==> src/rtl/axil_pkg.sv <==
// Shared AXI-Lite definitions: bus widths, response codes, the write-beat
// payload and the byte-strobe merge helper.
package axil_pkg;

    localparam int unsigned AXIL_DATA_WIDTH = 32;
    localparam int unsigned AXIL_STRB_WIDTH = 4;

    localparam logic [1:0] RESP_OKAY   = 2'b00;
    localparam logic [1:0] RESP_SLVERR = 2'b10;

    // One accepted W beat: data plus its byte enables.
    typedef struct packed {
        logic [AXIL_DATA_WIDTH-1:0] data;
        logic [AXIL_STRB_WIDTH-1:0] strb;
    } axil_wbeat_t;

    // Replace the bytes of old_val whose strobe bit is set.
    function automatic logic [AXIL_DATA_WIDTH-1:0] apply_strb(
        input logic [AXIL_DATA_WIDTH-1:0] old_val,
        input logic [AXIL_DATA_WIDTH-1:0] new_val,
        input logic [AXIL_STRB_WIDTH-1:0] strb
    );
        logic [AXIL_DATA_WIDTH-1:0] merged;
        merged = old_val;
        for (int unsigned b = 0; b < AXIL_STRB_WIDTH; b++) begin
            if (strb[b]) begin
                merged[8*b +: 8] = new_val[8*b +: 8];
            end
        end
        return merged;
    endfunction

endpackage

==> src/rtl/axil_register_responder.sv <==
// AXI-Lite subordinate exposing NUM_REGS 32-bit read/write registers.
//   clk, reset          : rising-edge clock, synchronous active-high reset
//   s_aw*, s_w*, s_b*   : write address / data / response channels
//   s_ar*, s_r*         : read address / data channels
//   regs_out            : flat view of register contents, reg k at [32k+31:32k]
// AW and W each land in a one-entry holding register; the write fires once
// both are full and the B slot is free. Reads answer one cycle after AR.
module axil_register_responder
    import axil_pkg::*;
#(
    parameter int unsigned ADDR_WIDTH = 4,
    parameter int unsigned NUM_REGS   = 4
) (
    input  logic                                clk,
    input  logic                                reset,

    input  logic [ADDR_WIDTH-1:0]               s_awaddr,
    input  logic                                s_awvalid,
    output logic                                s_awready,

    input  logic [AXIL_DATA_WIDTH-1:0]          s_wdata,
    input  logic [AXIL_STRB_WIDTH-1:0]          s_wstrb,
    input  logic                                s_wvalid,
    output logic                                s_wready,

    output logic [1:0]                          s_bresp,
    output logic                                s_bvalid,
    input  logic                                s_bready,

    input  logic [ADDR_WIDTH-1:0]               s_araddr,
    input  logic                                s_arvalid,
    output logic                                s_arready,

    output logic [AXIL_DATA_WIDTH-1:0]          s_rdata,
    output logic [1:0]                          s_rresp,
    output logic                                s_rvalid,
    input  logic                                s_rready,

    output logic [AXIL_DATA_WIDTH*NUM_REGS-1:0] regs_out
);

    localparam int unsigned IDX_WIDTH = ADDR_WIDTH - 2;

    logic                       aw_full;
    logic [IDX_WIDTH-1:0]       aw_idx;
    logic                       w_full;
    axil_wbeat_t                w_beat;
    logic [AXIL_DATA_WIDTH-1:0] regs [NUM_REGS];

    logic                       write_fire_c;
    logic                       aw_hs_c;
    logic                       w_hs_c;
    logic                       ar_hs_c;
    logic                       aw_in_range_c;
    logic                       ar_in_range_c;
    logic [IDX_WIDTH-1:0]       ar_idx_c;
    logic [AXIL_DATA_WIDTH-1:0] rd_value_c;

    // Byte-offset bits carry no information for word registers.
    logic unused_addr_lsbs;
    assign unused_addr_lsbs = ^{s_awaddr[1:0], s_araddr[1:0]};

    // Handshakes; readies see the downstream ready so a drained slot refills in the same cycle.
    assign write_fire_c = aw_full && w_full && (!s_bvalid || s_bready);
    assign s_awready    = !reset && (!aw_full || write_fire_c);
    assign s_wready     = !reset && (!w_full || write_fire_c);
    assign s_arready    = !reset && (!s_rvalid || s_rready);
    assign aw_hs_c      = s_awvalid && s_awready;
    assign w_hs_c       = s_wvalid && s_wready;
    assign ar_hs_c      = s_arvalid && s_arready;

    assign ar_idx_c      = s_araddr[ADDR_WIDTH-1:2];
    assign aw_in_range_c = 32'(aw_idx) < NUM_REGS;
    assign ar_in_range_c = 32'(ar_idx_c) < NUM_REGS;

    // Read mux; an out-of-range index matches nothing and yields zero.
    always_comb begin
        rd_value_c = '0;
        for (int unsigned k = 0; k < NUM_REGS; k++) begin
            if (ar_idx_c == IDX_WIDTH'(k)) begin
                rd_value_c = regs[k];
            end
        end
    end

    // Register file; a same-edge read samples the pre-write value via rd_value_c.
    always_ff @(posedge clk) begin
        if (reset) begin
            for (int unsigned k = 0; k < NUM_REGS; k++) begin
                regs[k] <= '0;
            end
        end else if (write_fire_c && aw_in_range_c) begin
            for (int unsigned k = 0; k < NUM_REGS; k++) begin
                if (aw_idx == IDX_WIDTH'(k)) begin
                    regs[k] <= apply_strb(regs[k], w_beat.data, w_beat.strb);
                end
            end
        end
    end

    // Holding registers and write response.
    always_ff @(posedge clk) begin
        if (reset) begin
            aw_full  <= 1'b0;
            aw_idx   <= '0;
            w_full   <= 1'b0;
            w_beat   <= '0;
            s_bvalid <= 1'b0;
            s_bresp  <= RESP_OKAY;
        end else begin
            if (aw_hs_c) begin
                aw_full <= 1'b1;
                aw_idx  <= s_awaddr[ADDR_WIDTH-1:2];
            end else if (write_fire_c) begin
                aw_full <= 1'b0;
            end

            if (w_hs_c) begin
                w_full      <= 1'b1;
                w_beat.data <= s_wdata;
                w_beat.strb <= s_wstrb;
            end else if (write_fire_c) begin
                w_full <= 1'b0;
            end

            if (write_fire_c) begin
                s_bvalid <= 1'b1;
                s_bresp  <= aw_in_range_c ? RESP_OKAY : RESP_SLVERR;
            end else if (s_bready) begin
                s_bvalid <= 1'b0;
            end
        end
    end

    // Read response.
    always_ff @(posedge clk) begin
        if (reset) begin
            s_rvalid <= 1'b0;
            s_rdata  <= '0;
            s_rresp  <= RESP_OKAY;
        end else if (ar_hs_c) begin
            s_rvalid <= 1'b1;
            s_rdata  <= rd_value_c;
            s_rresp  <= ar_in_range_c ? RESP_OKAY : RESP_SLVERR;
        end else if (s_rready) begin
            s_rvalid <= 1'b0;
        end
    end

    for (genvar k = 0; k < NUM_REGS; k++) begin : g_regs_out
        assign regs_out[AXIL_DATA_WIDTH*k +: AXIL_DATA_WIDTH] = regs[k];
    end

endmodule

==> config.mk <==
export PLATFORM = sky130hd
export DESIGN_NAME = axil_register_responder
export DESIGN_NICKNAME = d
export VERILOG_FILES = /design/src/rtl/axil_pkg.sv /design/src/rtl/axil_register_responder.sv
export SDC_FILE = /design/constraint.sdc
export NUM_CORES = 1
export LEC_CHECK = 0
export ABC_AREA = 0
export BUFFER_PORTS_ARGS = -buffer_cell sky130_fd_sc_hd__buf_2
export CAP_MARGIN = 30
export CORE_ASPECT_RATIO = 1.4
export CORE_MARGIN = 5
export CORE_UTILIZATION = 55
export CTS_BUF_LIST = sky130_fd_sc_hd__clkbuf_4
export DETAILED_ROUTE_END_ITERATION = 6
export PLACE_DENSITY = 0.87
export SETUP_SLACK_MARGIN = 0.4
export SLEW_MARGIN = 10
export SYNTH_ARGS = -nofsm -noshare
export SYNTH_HDL_FRONTEND = slang
export SYNTH_SLANG_ARGS = --single-unit
==> constraint.sdc <==
create_clock -name clk -period 2.1 [get_ports clk]
set_clock_uncertainty 0.1 [all_clocks]
set_input_delay 0.105 -clock clk [delete_from_list [all_inputs] [get_ports clk]]
set_output_delay 0.105 -clock clk [all_outputs]
set_load 0.05 [all_outputs]
* After elaboration in Yosys (flattened, before gate mapping) *
Memory sizes are Yosys's and may differ from the RTL's.
Index checks and enable logic that the tools add are counted.

cells by class
  muxes and demuxes = 97
  add/subtract/negate cells = 0
  magnitude comparators = 0
  bitwise operators = 4
  eq/ne operators = 6
  reductions and logical operators = 23
  shift operators = 0
  multipliers = 0
  divide/modulo/power cells = 0

operators by type and width
  operator                                             count
  two-way mux 8 bit                                    64
  two-way mux 32 bit                                   8
  two-way mux 1 bit                                    25
  equality test 2 bit, second input constant           4
  logical AND 1 bit                                    8
  nonzero test 2 bit                                   4
  zero test 1 bit                                      5
  equality test 2 x 1 -> 1 bit, second input constant  2
  zero test 2 bit                                      2
  logical OR 1 bit                                     4
  OR 1 bit                                             4

storage, ports and cells
  bits in writable memories = 128
  ROM bits = 0
  memories kept = 1
  latch bits = 0
  register bits after elaboration = 74
  logic and storage cells = 139
  output and inout port bits = 169

memories
  name  depth  bits a word  rd ports  clocked after Yosys merged registers in  wr ports  line                           text
  regs  4      32           4         0                                        4         axil_register_responder.sv:48  logic [AXIL_DATA_WIDTH-1:0] regs [NUM_REGS];

* Logic depth before layout (Yosys ltp) *
Gate-level depths: netlist of run 1.

  word-level depth = 7
  mapped depth = 6
  mapped depth without buffers = 4

* Worst setup path after synthesis of run 1 *
No wires, ideal clock.

  path kind = register to output
  start point = register s_bvalid
  end point = output port s_wready
  data required time = 1,895 ps
  stages on the path, launching flop included = 7
  arrival = 1,753 ps
  path slack = 142 ps
  cells stage by stage = dfxtp_1 > nand2b_4 > a21boi_0 > or2_2 > buf_4 > buf_2 > inv_1

on the way
  longest elaborated chain between the ends = 5

RTL lines
  element                 line                            text
  from (decl)             axil_register_responder.sv:27   output logic s_bvalid,
  from (signal assigned)  axil_register_responder.sv:108  s_bvalid <= 1'b0;
  from (signal assigned)  axil_register_responder.sv:127  s_bvalid <= 1'b1;
  from (signal assigned)  axil_register_responder.sv:130  s_bvalid <= 1'b0;
  zero test 1 bit         axil_register_responder.sv:64   assign write_fire_c = aw_full && w_full && (!s_bvalid || s_bready);
  logical OR 1 bit        axil_register_responder.sv:64
  logical AND 1 bit       axil_register_responder.sv:64
  logical OR 1 bit        axil_register_responder.sv:66   assign s_wready = !reset && (!w_full || write_fire_c);
  logical AND 1 bit       axil_register_responder.sv:66
  to (decl)               axil_register_responder.sv:24   output logic s_wready,

No other way between the ends.

* Worst setup path after layout of run 1 *
Ends and elaborated chain as after synthesis.

==> results.txt, run 1 <==
The final critical-path required period is around 1.9 ns. The sum of routed wire length over all layers is around 26,000 µm. Summed over all layers, the global routing overflow is 0. The largest fanout on the critical path came out at 5.

Together, buffers and inverters on the worst path number 2. The sequential fraction of design power came out at 0.502. The die area came out at around 18,000 µm².

The run finished with clean final reports. Following the worst setup path forward leads to its endpoint at s_wready. The clock sink count came out at 202. The critical path arrival came out at approximately 1.7 ns. Of the available clock period, the critical path in the final layout requires 0.890. Entering global routing, the biggest net connects 41 pins. The final net count came out at roughly 1,000. The internal power of the cells totals 0.00645 W.

The most common cell in the synthesized netlist is sky130_fd_sc_hd__edfxtp_1. The final count of pins violating max slew was 0. The share of synthesized registers carrying an async set or reset came out at 0.

The count of warnings emitted by yosys came out at 0. The net load switching power is ~0.0026 W. The path category of the worst min-delay check is in -> reg. The area of combinational cells with multiple inputs came out at 2870 µm².

The count of cells in the finished layout, fillers not included, comes to between 1,000 and 1,500. At the end of routability-driven placement, the weighted congestion stood at between 0.8 and 0.9. The worst register-to-register path has a depth of 5. The final total negative setup slack came out at 0 ns. The worst register-to-register path begins at s_bvalid. The cell count after synthesis came out at 622. The worst setup path startpoint is s_bvalid. At the later pin of the worst-skew pair, clock insertion delay measures approximately 0.61 ns. The share of Yosys cell area claimed by the top area cell type came out at 0.454. The tree is rooted in a sky130_fd_sc_hd__clkbuf_4. The post-DP HPWL came out at around 16,000 µm. The endpoint of the worst register-to-register path is regs[2][10].

STA classifies the critical path startpoint as a flip-flop. The worst slack after detailed placement came out at approximately 0.15 ns. By area the synthesized netlist is led by sky130_fd_sc_hd__edfxtp_1, sky130_fd_sc_hd__dfxtp_1, sky130_fd_sc_hd__mux4_2. The count of nets left with antenna violations once routing finished came out at 0. The core area is 15,100 µm². The worst-case register-to-register setup slack is 0.29 ns. The critical path capture point type is an output pin. The largest total area in the synthesized netlist belongs to sky130_fd_sc_hd__edfxtp_1.

The final setup violation count is 0. The floorplan die width came out at about 110 µm. The detailed router placed 6,703 vias in this run.

For the worst setup path, the data required time is 1.89 ns. The floorplan has between 50 and 60 rows. Setup repair after global routing could not meet its margin everywhere. The part of the power in combinational logic is 0.153. The first-iteration detailed-routing DRC count is 520. The largest stage delay on the critical path is ~0.36 ns.

The sequential fraction of the synthesis area came out at 0.629. The total number of H-tree levels came out at 2. From synthesis to final layout, the design area changed by 36.5%. Broken down by cell family, the worst path's largest delay share belongs to flip-flops.

After detailed routing, the number of remaining DRC violations is 0. On the final layout, the worst hold slack is between 0.08 and 0.09 ns. The flop and latch count out of synthesis came out at a little over 200.

In the final routed layout, each cell accounts on average for between 20 and 25 µm. The first global-routing pass estimated ~38,000 µm of wire. The total power of the final layout is around 0.009 W. By count the netlist is led by sky130_fd_sc_hd__edfxtp_1, sky130_fd_sc_hd__dfxtp_1, sky130_fd_sc_hd__and2_1. The number of placed cells counting well taps came out at between 1,000 and 1,500. The setup path with the least slack is of type reg -> out. During I/O placement, the number of pins put on the boundary was 220. The ratio of routed vias to standard cells is between 5 and 6. IR analysis of the VDD net gives a maximum drop of ~530 µV. The clock network fraction of design power came out at 0.345.

The number of buffers added on ports is around 210. The number of antenna violations at the first check in global routing is 1. The CTS buffer count is between 40 and 50. The number of global-route vias before repair came out at approximately 7,100. In the synthesized netlist the dominant register cell turns out to be sky130_fd_sc_hd__edfxtp_1. The total number of cells along the worst setup path is 5. The die is 157 µm tall. Registers take about 5300 µm².

The worst setup margin came out at 0.231 ns. Counting flops with a built-in enable in the synthesized netlist gives 128. The synthesized area per cell is around 14 µm². The layout has approximately 840 filler cells. After synthesis, the netlist uses 34 different library cells. In the final layout, the share of cells above drive strength 1 is 0.431. TritonCTS built the clock tree. For this run, the top clock speed supported by timing is about 540 MHz.

Counting along the longest clock path gives a buffer depth of 3. For this design, the slowest cell found on the critical path is sky130_fd_sc_hd__dfxtp_4. The static leakage is around 5.0 nW. The number of violations of the max-capacitance limit came out at 0. After clock tree synthesis, the clock-pin slew on the worst setup and hold paths is ~0.080 ns. The post-synthesis instance area came out at 8470 µm². Traced cell by cell, the critical path runs through nand2b_4 -> a21boi_4 -> or2_4 -> clkinvlp_4 -> buf_6. The switching portion of total power came out at 0.290.

Across every metal layer, demand over resource in global routing totals 0.277. For this configuration, the core starts out at a cell density of 0.563. The number of iterations in the first detailed-routing pass came out at 5.

The total power density per cell area is between 700 and 800 nW/µm². The final-report hold violation count came out at 0.
[cell families after synthesis]
logic type	share of synthesized area
AOI/OAI and AO/OA	0.0839
DFF	0.629
buffers and inverters	0.0502
other	0.000443
and+or+nand+nor	0.149
muxes	0.0875
[worst min-delay path by stage]
stage                          from        to  slack, ns  cells after the start
final                         reset  s_rvalid       0.08                      3
after global routing          reset  s_rvalid       0.09                      3
after CTS                     reset    w_full       0.04                      3
after detailed placement  s_awvalid   aw_full       0.24                      3
after global placement    s_awvalid   aw_full       0.25                      3
after floorplan           s_arvalid  s_rvalid       0.13                      2
[cells in the final DEF, fill, tap and decap left out, drive strengths merged]
master / count
o21ai: 8
nor4b: 2
dlygate4sd3: 85
nand2: 45
diode: 1
and2: 97
a21boi: 2
nor2: 9
a22o: 24
clkinvlp: 1
nor2b: 3
mux4: 32
buf: 252
inv: 38
a21o: 16
or2: 1
and2b: 1
and4bb: 1
nand2b: 13
nand3: 1
mux2i: 2
clkinv: 17
edfxtp: 128
and3: 32
conb: 4
clkbuf: 72
nor3b: 2
o32ai: 36
dfxtp: 74
a21oi: 1
[metal layers]
layer | part of all wire | GRT usage | wire length [µm]
met4 | 0.053 | 0.150 | 1370
met1 | 0.32 | 0.288 | 8200
met3 | 0.081 | 0.0584 | 2080
met2 | 0.54 | 0.512 | 13900
met5 | 0 | 0 | 0
[worst min-delay path, stage by stage]
cell and delay [ns]:
sky130_fd_sc_hd__buf_2 0.19, sky130_fd_sc_hd__buf_4 0.30, sky130_fd_sc_hd__nor2_1 0.15
[stage by stage]
step                area [µm²]   util
detailed placement        9800  0.651
global placement          9800  0.651
CTS                      11500  0.762
floorplan                 8520      -
finish                   11600  0.768
global route             11600  0.768
[power groups by stage]
| stage | clock network, W | registers [W] | logic, W |
|---|---|---|---|
| 6_report | 0.00313 | 0.00456 | 0.00139 |
| 5_1_grt | 0.00340 | 0.00458 | 0.00146 |
| 4_1_cts | 0.00317 | 0.00455 | 0.00136 |
| 3_5_place_dp | 0 | 0.00463 | 0.00120 |
| 3_3_place_gp | 0 | 0.00462 | 0.00119 |
| 2_1_floorplan | 0 | 0.00505 | 0.000430 |
[repair_timing]
action	CTS	global route
pin swaps	12	4
buffers inserted	8	6
setup endpoints to repair	190	184
resized for setup	43	13
hold endpoints to repair	51	0
hold buffers	85	0
cloned	0	0
[flip-flops by register name, summed over array words and instances, names as in the netlist]
register,cells
s_bvalid,1
aw_full,1
aw_idx,2
s_rdata,32
w_beat,36
s_rvalid,1
regs,128
w_full,1
[area by class of cell]
class,instances,share of cell area
sequential,202,0.461
multi-input combinational,332,0.248
timing repair buffer,338,0.204
clock buffer,71,0.0461
tap,192,0.0208
inverter,37,0.0123
clock inverter,19,0.00714
antenna,1,0.000216
Power figures use the tool's default switching activity.
==> run 2: changes to the inputs <==
Settings changed: ABC_AREA 0 to 1.
==> results.txt, run 2 <==
The final count of pins violating max slew is 0 (unchanged). The final-report hold violation count is 0 (unchanged). The final critical-path required period was 1.80 ns (was 1.87 ns).

The CTS clock-pin slew for the worst setup and hold paths is 0.08 ns (about the same). The clock sink count is 202 (unchanged). The sequential fraction of the synthesis area is 0.631 (was 0.629). The number of violations of the max-capacitance limit is 0 (unchanged). The launching element type of the critical path is a flip-flop (unchanged).

The site row count is 53 (unchanged). The share of synthesized registers carrying an async set or reset came out at 0 (unchanged). The routed wirelength normalized by instance count is 18.3 µm (was 21.4 µm).

Cell breakdown of the critical path: nand2_2 -> inv_2 -> nand2_4 -> a21oi_4 -> buf_6 -> buf_8 (was nand2b_4 -> a21boi_4 -> or2_4 -> clkinvlp_4 -> buf_6). The core area is 15,100 µm² (unchanged). The largest stage delay on the critical path came out at 0.35 ns (was 0.36 ns). The final net count came out at 1,269 (was 1,010). The share of Yosys cell area claimed by the top area cell type came out at 0.455 (was 0.454).

The total global-route track usage is 0.289 (was 0.277). The die area came to 18,000 µm² (about the same). The flip-flop cell with the highest count after synthesis is sky130_fd_sc_hd__edfxtp_1 (unchanged). The path category of the worst min-delay check is in -> reg (unchanged).

The area of combinational cells with multiple inputs is 2690 µm² (was 2870 µm²). The total power density per cell area was 827 nW/µm² (was 786 nW/µm²). The root buffer cell is sky130_fd_sc_hd__clkbuf_4 (unchanged). The share of post-route cells with drive strength above 1 came to 0.292 (was 0.431). The first-iteration detailed-routing DRC count is 636 (was 520). The flop and latch count out of synthesis is 202 (unchanged). The routability-driven placement congestion ratio is 0.875 (was 0.844).

The final total negative setup slack came out at 0 ns (unchanged). The dominant delay contributor by cell family on the critical path was flip-flops (unchanged). The total grt overflow is 0 (unchanged). The critical path arrival is 1.60 ns (was 1.66 ns).

Cells taking the most area after synthesis: sky130_fd_sc_hd__edfxtp_1, sky130_fd_sc_hd__dfxtp_1, sky130_fd_sc_hd__nor2_1 (was sky130_fd_sc_hd__edfxtp_1, sky130_fd_sc_hd__dfxtp_1, sky130_fd_sc_hd__mux4_2). The post-synthesis instance total is 915 (was 622). The total number of H-tree levels is 2 (unchanged). The top register by number of flip-flops is regs (unchanged).

The type of the worst setup path is reg -> out (unchanged). The sequential cell area in the final layout came out at 5330 µm² (was 5340 µm²). The count of cell types in the netlist is 22 (was 34). The worst path required time came out at 1.89 ns (about the same). The ratio of final minimum period to clock period is 0.857 (was 0.890). The peak supply drop is 510 µV (was 532 µV).

The number of placed I/O pins is 220 (unchanged). The number of antenna violations at the first check in global routing is 3 (was 1). The total DRC errors in the routed layout came out at 0 (unchanged).

Top library cells by usage in the layout, fill and taps aside: sky130_fd_sc_hd__nor2_1, sky130_fd_sc_hd__buf_2, sky130_fd_sc_hd__nand2_1 (was sky130_fd_sc_hd__buf_2, sky130_fd_sc_hd__edfxtp_1, sky130_fd_sc_hd__dlygate4sd3_1). The post-DP HPWL was 17,300 µm (was 15,900 µm). The number of synthesized flops with an enable pin is 128 (unchanged).

The sum of routed wire length over all layers is 26,600 µm (was 25,500 µm). The ratio of routed vias to standard cells came to 5.44 (was 5.62). The slew of the pin with the lowest slew margin came out at roughly 0.56 ns. The total power of the final layout came out at 0.00918 W (was 0.00909 W). The floorplan die width came out at 115 µm (about the same). Largest registers: regs (128), w_beat (36), s_rdata (32) (unchanged). The synthesized area per cell is 9.23 µm² (was 13.6 µm²).

The maximum clock insertion buffer count came out at 3 (unchanged). The height of the die came to 157 µm (about the same). The starting density of the core came out at 0.561 (was 0.563). The headroom to the max-slew limit is 0.627.

The library cell with the highest instance count after synthesis was sky130_fd_sc_hd__nor2_1 (was sky130_fd_sc_hd__edfxtp_1). Most used standard cells in the synthesized netlist: sky130_fd_sc_hd__nor2_1, sky130_fd_sc_hd__nand2_1, sky130_fd_sc_hd__edfxtp_1 (was sky130_fd_sc_hd__edfxtp_1, sky130_fd_sc_hd__dfxtp_1, sky130_fd_sc_hd__and2_1). The final setup violation count is 0 (unchanged).

The maximum frequency from static timing analysis came out at 555 MHz (was 535 MHz). The post-synthesis instance area is 8440 µm² (was 8470 µm²). The static leakage is 4.95 nW (was 5.05 nW). The number of buffer and inverter stages on the critical path came out at 3 (was 2). The filler cell count is 1,053 (was 839). The largest fanout on the critical path came to 7 (was 5). The insertion delay to the later sink of the worst-skew pair is 0.61 ns (about the same). The commonest non-fill, non-tap cell in the layout is sky130_fd_sc_hd__nor2_1 (was sky130_fd_sc_hd__buf_2). The count of warnings emitted by yosys is 0 (unchanged). The library cell with the largest summed area after synthesis is sky130_fd_sc_hd__edfxtp_1 (unchanged). The first-pass GRT wire length is 40,500 µm (was 38,300 µm).

The TritonCTS clock tree is done (unchanged). The via count came to 7,884 (was 6,703). The area added between synthesis and finish came out at 31.4% (was 36.5%). The largest net degree at the start of global routing came to 38 (was 41).

The number of buffers added on ports was 211 (unchanged). RSZ-0062 raised after global routing: true (unchanged). The number of iterations in the first detailed-routing pass is 5 (unchanged). The critical path capture point type is an output pin (unchanged). Run status: completed (unchanged). The remaining antenna violation count is 0 (unchanged). The cell type of the slowest stage on the worst timing path is sky130_fd_sc_hd__dfxtp_2 (was sky130_fd_sc_hd__dfxtp_4). The CTS buffer count came out at 47 (was 48).

The flip-flop count of the largest register after layout came out at 128 (unchanged). The number of global-route vias before repair is 7,799 (was 7,122). The worst slack after detailed placement came out at 0.147 ns (was 0.153 ns). The worst setup margin came out at 0.299 ns (was 0.231 ns).
run 2: cell types whose count changed in the layout (fill, tap and decap cells not counted), sizes merged, moves of 13 or more:
cell,change
a21oi,+29
mux4,-32
o21ai,+32
dlygate4sd3,-35
and3,-32
nand2,+150
a22o,-24
a21o,-16
o32ai,-36
nand2b,-13
nand3,+109
and2,-97
nor2,+211
run 2: worst register-to-register path, stage by stage (launching register included):
cell and delay [ns]:
sky130_fd_sc_hd__dfxtp_2 0.35, sky130_fd_sc_hd__nand2_2 0.06, sky130_fd_sc_hd__inv_2 0.06, sky130_fd_sc_hd__nand2_4 0.08, sky130_fd_sc_hd__inv_1 0.18, sky130_fd_sc_hd__nand3_4 0.19, sky130_fd_sc_hd__buf_4 0.19, sky130_fd_sc_hd__buf_4 0.17
sky130_fd_sc_hd__nor2_1 0.21
run 2: final timing paths:
path / startpoint / end / slack [ns] / depth (start not counted)
max: w_full / s_wready / 0.30 / 6
min: s_wdata[2] / w_beat[6] / 0.15 / 4
max reg2reg: w_full / regs[0][21] / 0.31 / 8
min reg2reg: s_rdata[8] / s_rdata[8] / 0.36 / 2
run 2: per-stage QoR:
step                      cells  hold slack [ns]  utilization  area (µm²)
after global routing       1450            0.159        0.737       11100
after detailed placement   1299            0.224        0.647        9740
after global placement     1299            0.220        0.647        9740
after floorplan             918            0.136            -        8530
final                      1450            0.151        0.737       11100
after CTS                  1444           0.0269        0.733       11000
run 2: per-layer routing:
layer,vias to the layer above,part of all wire,global-route usage
li1,3627,-,-
met1,3672,0.33,0.320
met2,461,0.52,0.515
met3,124,0.088,0.0515
met4,0,0.060,0.169
met5,-,0,0
run 2: what timing repair did:
item,4_1_cts,5_1_grt
hold endpoints to repair,73,2
resized for setup,14,9
hold buffers,49,1
setup endpoints to repair,171,144
buffers inserted,11,0
pin swaps,8,5
cloned,0,1
run 2: area by class of cell:
| class | count | area share |
|---|---|---|
| antenna | 4 | 0.000903 |
| multi-input combinational | 607 | 0.242 |
| inverter | 50 | 0.0184 |
| clock inverter | 13 | 0.00925 |
| clock buffer | 72 | 0.0487 |
| tap | 192 | 0.0217 |
| sequential | 202 | 0.480 |
| timing repair buffer | 310 | 0.178 |
run 2: cell families after synthesis:
| kind of cell | after synthesis | share of synthesized area |
|---|---|---|
| simple gates | 532 | 0.259 |
| flops | 202 | 0.631 |
| buf+inv | 110 | 0.0671 |
| compound gates | 70 | 0.0428 |
| other cells | 1 | 0.000444 |
run 2: power by group:
part           internal (W)  switching [W]
combinational      0.000354        0.00101
sequential          0.00439      0.0000994
clock               0.00181        0.00152
==> run 3: changes to the inputs <==
Settings changed: BUFFER_PORTS_ARGS -buffer_cell sky130_fd_sc_hd__buf_2 to default, CORE_UTILIZATION 55 to 60, DONT_BUFFER_PORTS from default to 1, GPL_TIMING_DRIVEN from default to 0, PLACE_DENSITY 0.87 to 0.8.
==> results.txt, run 3 (synthesis gave the netlist of run 2 again) <==
The peak supply drop came to 518 µV (was 510 µV). The largest fanout on the critical path was 8 (was 7). The number of antenna violations at the first check in global routing was 1 (was 3). The routed wirelength normalized by instance count is 22.1 µm (was 18.3 µm). The area added between synthesis and finish came out at 25.9% (was 31.4%). The maximum clock insertion buffer count was 3 (unchanged). The insertion delay to the later sink of the worst-skew pair is 0.59 ns (was 0.61 ns). The cell area after layout is 10,600 µm² (was 11,100 µm²). The placement-stage cell area is 8770 µm² (was 9740 µm²). The sequential fraction of design power came out at 0.554 (was 0.489). The sum of routed wire length over all layers is 28,100 µm (was 26,600 µm). The final critical-path required period came out at 1.81 ns (was 1.80 ns). RSZ-0062 raised after global routing: true (unchanged).

The final-report hold violation count came out at 0 (unchanged). The root buffer cell is sky130_fd_sc_hd__clkbuf_4 (unchanged). The total power density per cell area is 841 nW/µm² (was 827 nW/µm²). The final count of pins violating max slew came out at 0 (unchanged). The core area came out at 13,800 µm² (was 15,100 µm²).

The floorplan die width was 110 µm (was 115 µm). The TritonCTS clock tree is done (unchanged). The clock network fraction of design power was 0.346 (was 0.363). The critical path capture point type is a flip-flop (was output pin). The largest stage delay on the critical path is 0.41 ns (was 0.35 ns). The cell type of the slowest stage on the worst timing path was sky130_fd_sc_hd__dfxtp_4 (was sky130_fd_sc_hd__dfxtp_2). The commonest non-fill, non-tap cell in the layout is sky130_fd_sc_hd__nor2_1 (unchanged).

The post-DP HPWL is 17,800 µm (was 17,300 µm). The total DRC errors in the routed layout came out at 0 (unchanged). The switching portion of total power came out at 0.296 (was 0.286). The number of violations of the max-capacitance limit is 0 (unchanged). The final setup violation count came out at 0 (unchanged).

The flip-flop count of the largest register after layout is 128 (unchanged). The number of iterations in the first detailed-routing pass is 5 (unchanged). The die area is 16,600 µm² (was 18,000 µm²).

The number of placed I/O pins came out at 220 (unchanged). The static leakage is 4.24 nW (was 4.95 nW). The first-iteration detailed-routing DRC count came out at 729 (was 636). The number of buffers added on ports is 0 (was 211). The total global-route track usage came out at 0.318 (was 0.289). The net load switching power is 0.00265 W (was 0.00262 W). The first-pass GRT wire length is 38,600 µm (was 40,500 µm). The ratio of final minimum period to clock period is 0.861 (was 0.857). The site row count came to 51 (was 53). The total grt overflow came to 0 (unchanged). The routability-driven placement congestion ratio is 0.877 (was 0.875). The slew of the pin with the lowest slew margin is 1.10 ns (was 0.559 ns). Top library cells by usage in the layout, fill and taps aside: sky130_fd_sc_hd__nor2_1, sky130_fd_sc_hd__nand2_1, sky130_fd_sc_hd__edfxtp_1 (was sky130_fd_sc_hd__nor2_1, sky130_fd_sc_hd__buf_2, sky130_fd_sc_hd__nand2_1). The total power of the final layout came out at 0.00894 W (was 0.00918 W). The via count came out at 7,293 (was 7,884). The final net count is 1,098 (was 1,269). The remaining antenna violation count is 0 (unchanged). The ratio of routed vias to standard cells is 5.75 (was 5.44).

The part of the power in combinational logic is 0.101 (was 0.148). The share of post-route cells with drive strength above 1 came out at 0.192 (was 0.292). Run status: completed (unchanged). The largest net degree at the start of global routing is 12 (was 38). The number of global-route vias before repair came out at 7,023 (was 7,799). The clock sink count is 202 (unchanged). The total number of H-tree levels is 2 (unchanged). The worst path required time was 2.29 ns (was 1.89 ns).

The top register by number of flip-flops is regs (unchanged). The type of the worst setup path is reg -> reg (was reg -> out). The CTS buffer count came out at 48 (was 47). The path category of the worst min-delay check is in -> reg (unchanged).

The starting density of the core was 0.610 (was 0.561). Largest registers: regs (128), w_beat (36), s_rdata (32) (unchanged). The launching element type of the critical path is a flip-flop (unchanged).

The number of buffer and inverter stages on the critical path came out at 3 (unchanged). The maximum frequency from static timing analysis came out at 553 MHz (was 555 MHz). The headroom to the max-slew limit is 0.269 (was 0.627). The most numerous cell type found on the critical path is sky130_fd_sc_hd__buf_12. Cell breakdown of the critical path: nand2_4 -> nand2_8 -> clkinvlp_4 -> nand3_4 -> buf_12 -> o21ai_4 -> buf_12 (was nand2_2 -> inv_2 -> nand2_4 -> a21oi_4 -> buf_6 -> buf_8). The CTS clock-pin slew for the worst setup and hold paths was 0.07 ns (was 0.08 ns).

The dominant delay contributor by cell family on the critical path is buffers and inverters (was flip-flops). The height of the die came out at 150 µm (was 157 µm). The internal portion of total power is 0.00629 W (was 0.00655 W).

The critical path arrival came out at 1.99 ns (was 1.60 ns).
==> run 3: cell types whose count changed in the layout (fill, tap and decap cells not counted), sizes merged <==
cell,previous run,this run
dlygate4sd3,50,48
clkbuf,72,90
clkinv,11,13
bufinv,3,0
diode,4,1
buf,260,72
clkinvlp,0,1
bufbuf,0,1
==> run 3: area by class of cell <==
cell class	instances	area, µm²
Tap cell	185	231
Fill cell	938	3220
Multi-Input combinational cell	607	2890
Antenna cell	1	2.50
Sequential cell	202	5340
Clock inverter	13	48.8
Clock buffer	73	548
Timing Repair Buffer	78	922
Buffer	60	453
Inverter	50	199
==> run 3: per-stage QoR <==
stage	std cells	hold slack, ns	setup WS (ns)	util	TNS [ns]
after global routing	1269	0.0416	0.222	0.768	0
final	1269	0.0353	0.291	0.768	0
after detailed placement	1103	0.142	-0.132	0.633	-3.81
after CTS	1255	0.0372	0.285	0.741	0
after global placement	1103	0.138	-0.109	0.633	-2.89
after floorplan	918	0.136	0.320	-	0
==> run 3: what timing repair did <==
| action | in CTS | in global routing |
|---|---|---|
| cloned | 1 | 4 |
| resized for setup | 43 | 53 |
| hold buffers | 49 | 0 |
| setup buffers | 16 | 9 |
| endpoints found under the hold margin | 74 | 0 |
| pin swaps | 14 | 12 |
| endpoints found under the setup margin | 259 | 224 |
==> run 3: worst paths after layout <==
check | from | to | slack, ns | cells after the start
worst max-delay path | s_bvalid | regs[0][14] | 0.29 | 7
worst min-delay path | reset | aw_full | 0.04 | 5
worst max register to register | s_bvalid | regs[0][14] | 0.29 | 7
worst min register to register | w_full | s_bvalid | 0.42 | 2
==> run 3: per-layer routing <==
layer | share of wire | track usage | vias to the layer above
met5 | 0 | 0 | -
met1 | 0.31 | 0.345 | 3424
met3 | 0.13 | 0.102 | 97
met2 | 0.51 | 0.557 | 482
met4 | 0.052 | 0.145 | 0
li1 | - | - | 3290
==> run 3: power groups by stage <==
stage,Sequential (W),Clock (W),Combinational (W)
2_1_floorplan,0.00498,0,0.000472
3_3_place_gp,0.00502,0,0.000628
3_5_place_dp,0.00503,0,0.000642
4_1_cts,0.00494,0.00312,0.000809
5_1_grt,0.00496,0.00335,0.000960
6_report,0.00495,0.00309,0.000899
==> run 3: worst reg2reg max path: stages, from the launching register on <==
cell                         delay (ns)
sky130_fd_sc_hd__dfxtp_4           0.41
sky130_fd_sc_hd__nand2_4           0.10
sky130_fd_sc_hd__nand2_8           0.09
sky130_fd_sc_hd__clkinvlp_4        0.17
sky130_fd_sc_hd__nand3_4           0.13
sky130_fd_sc_hd__buf_12            0.19
sky130_fd_sc_hd__o21ai_4           0.16
sky130_fd_sc_hd__buf_12            0.15
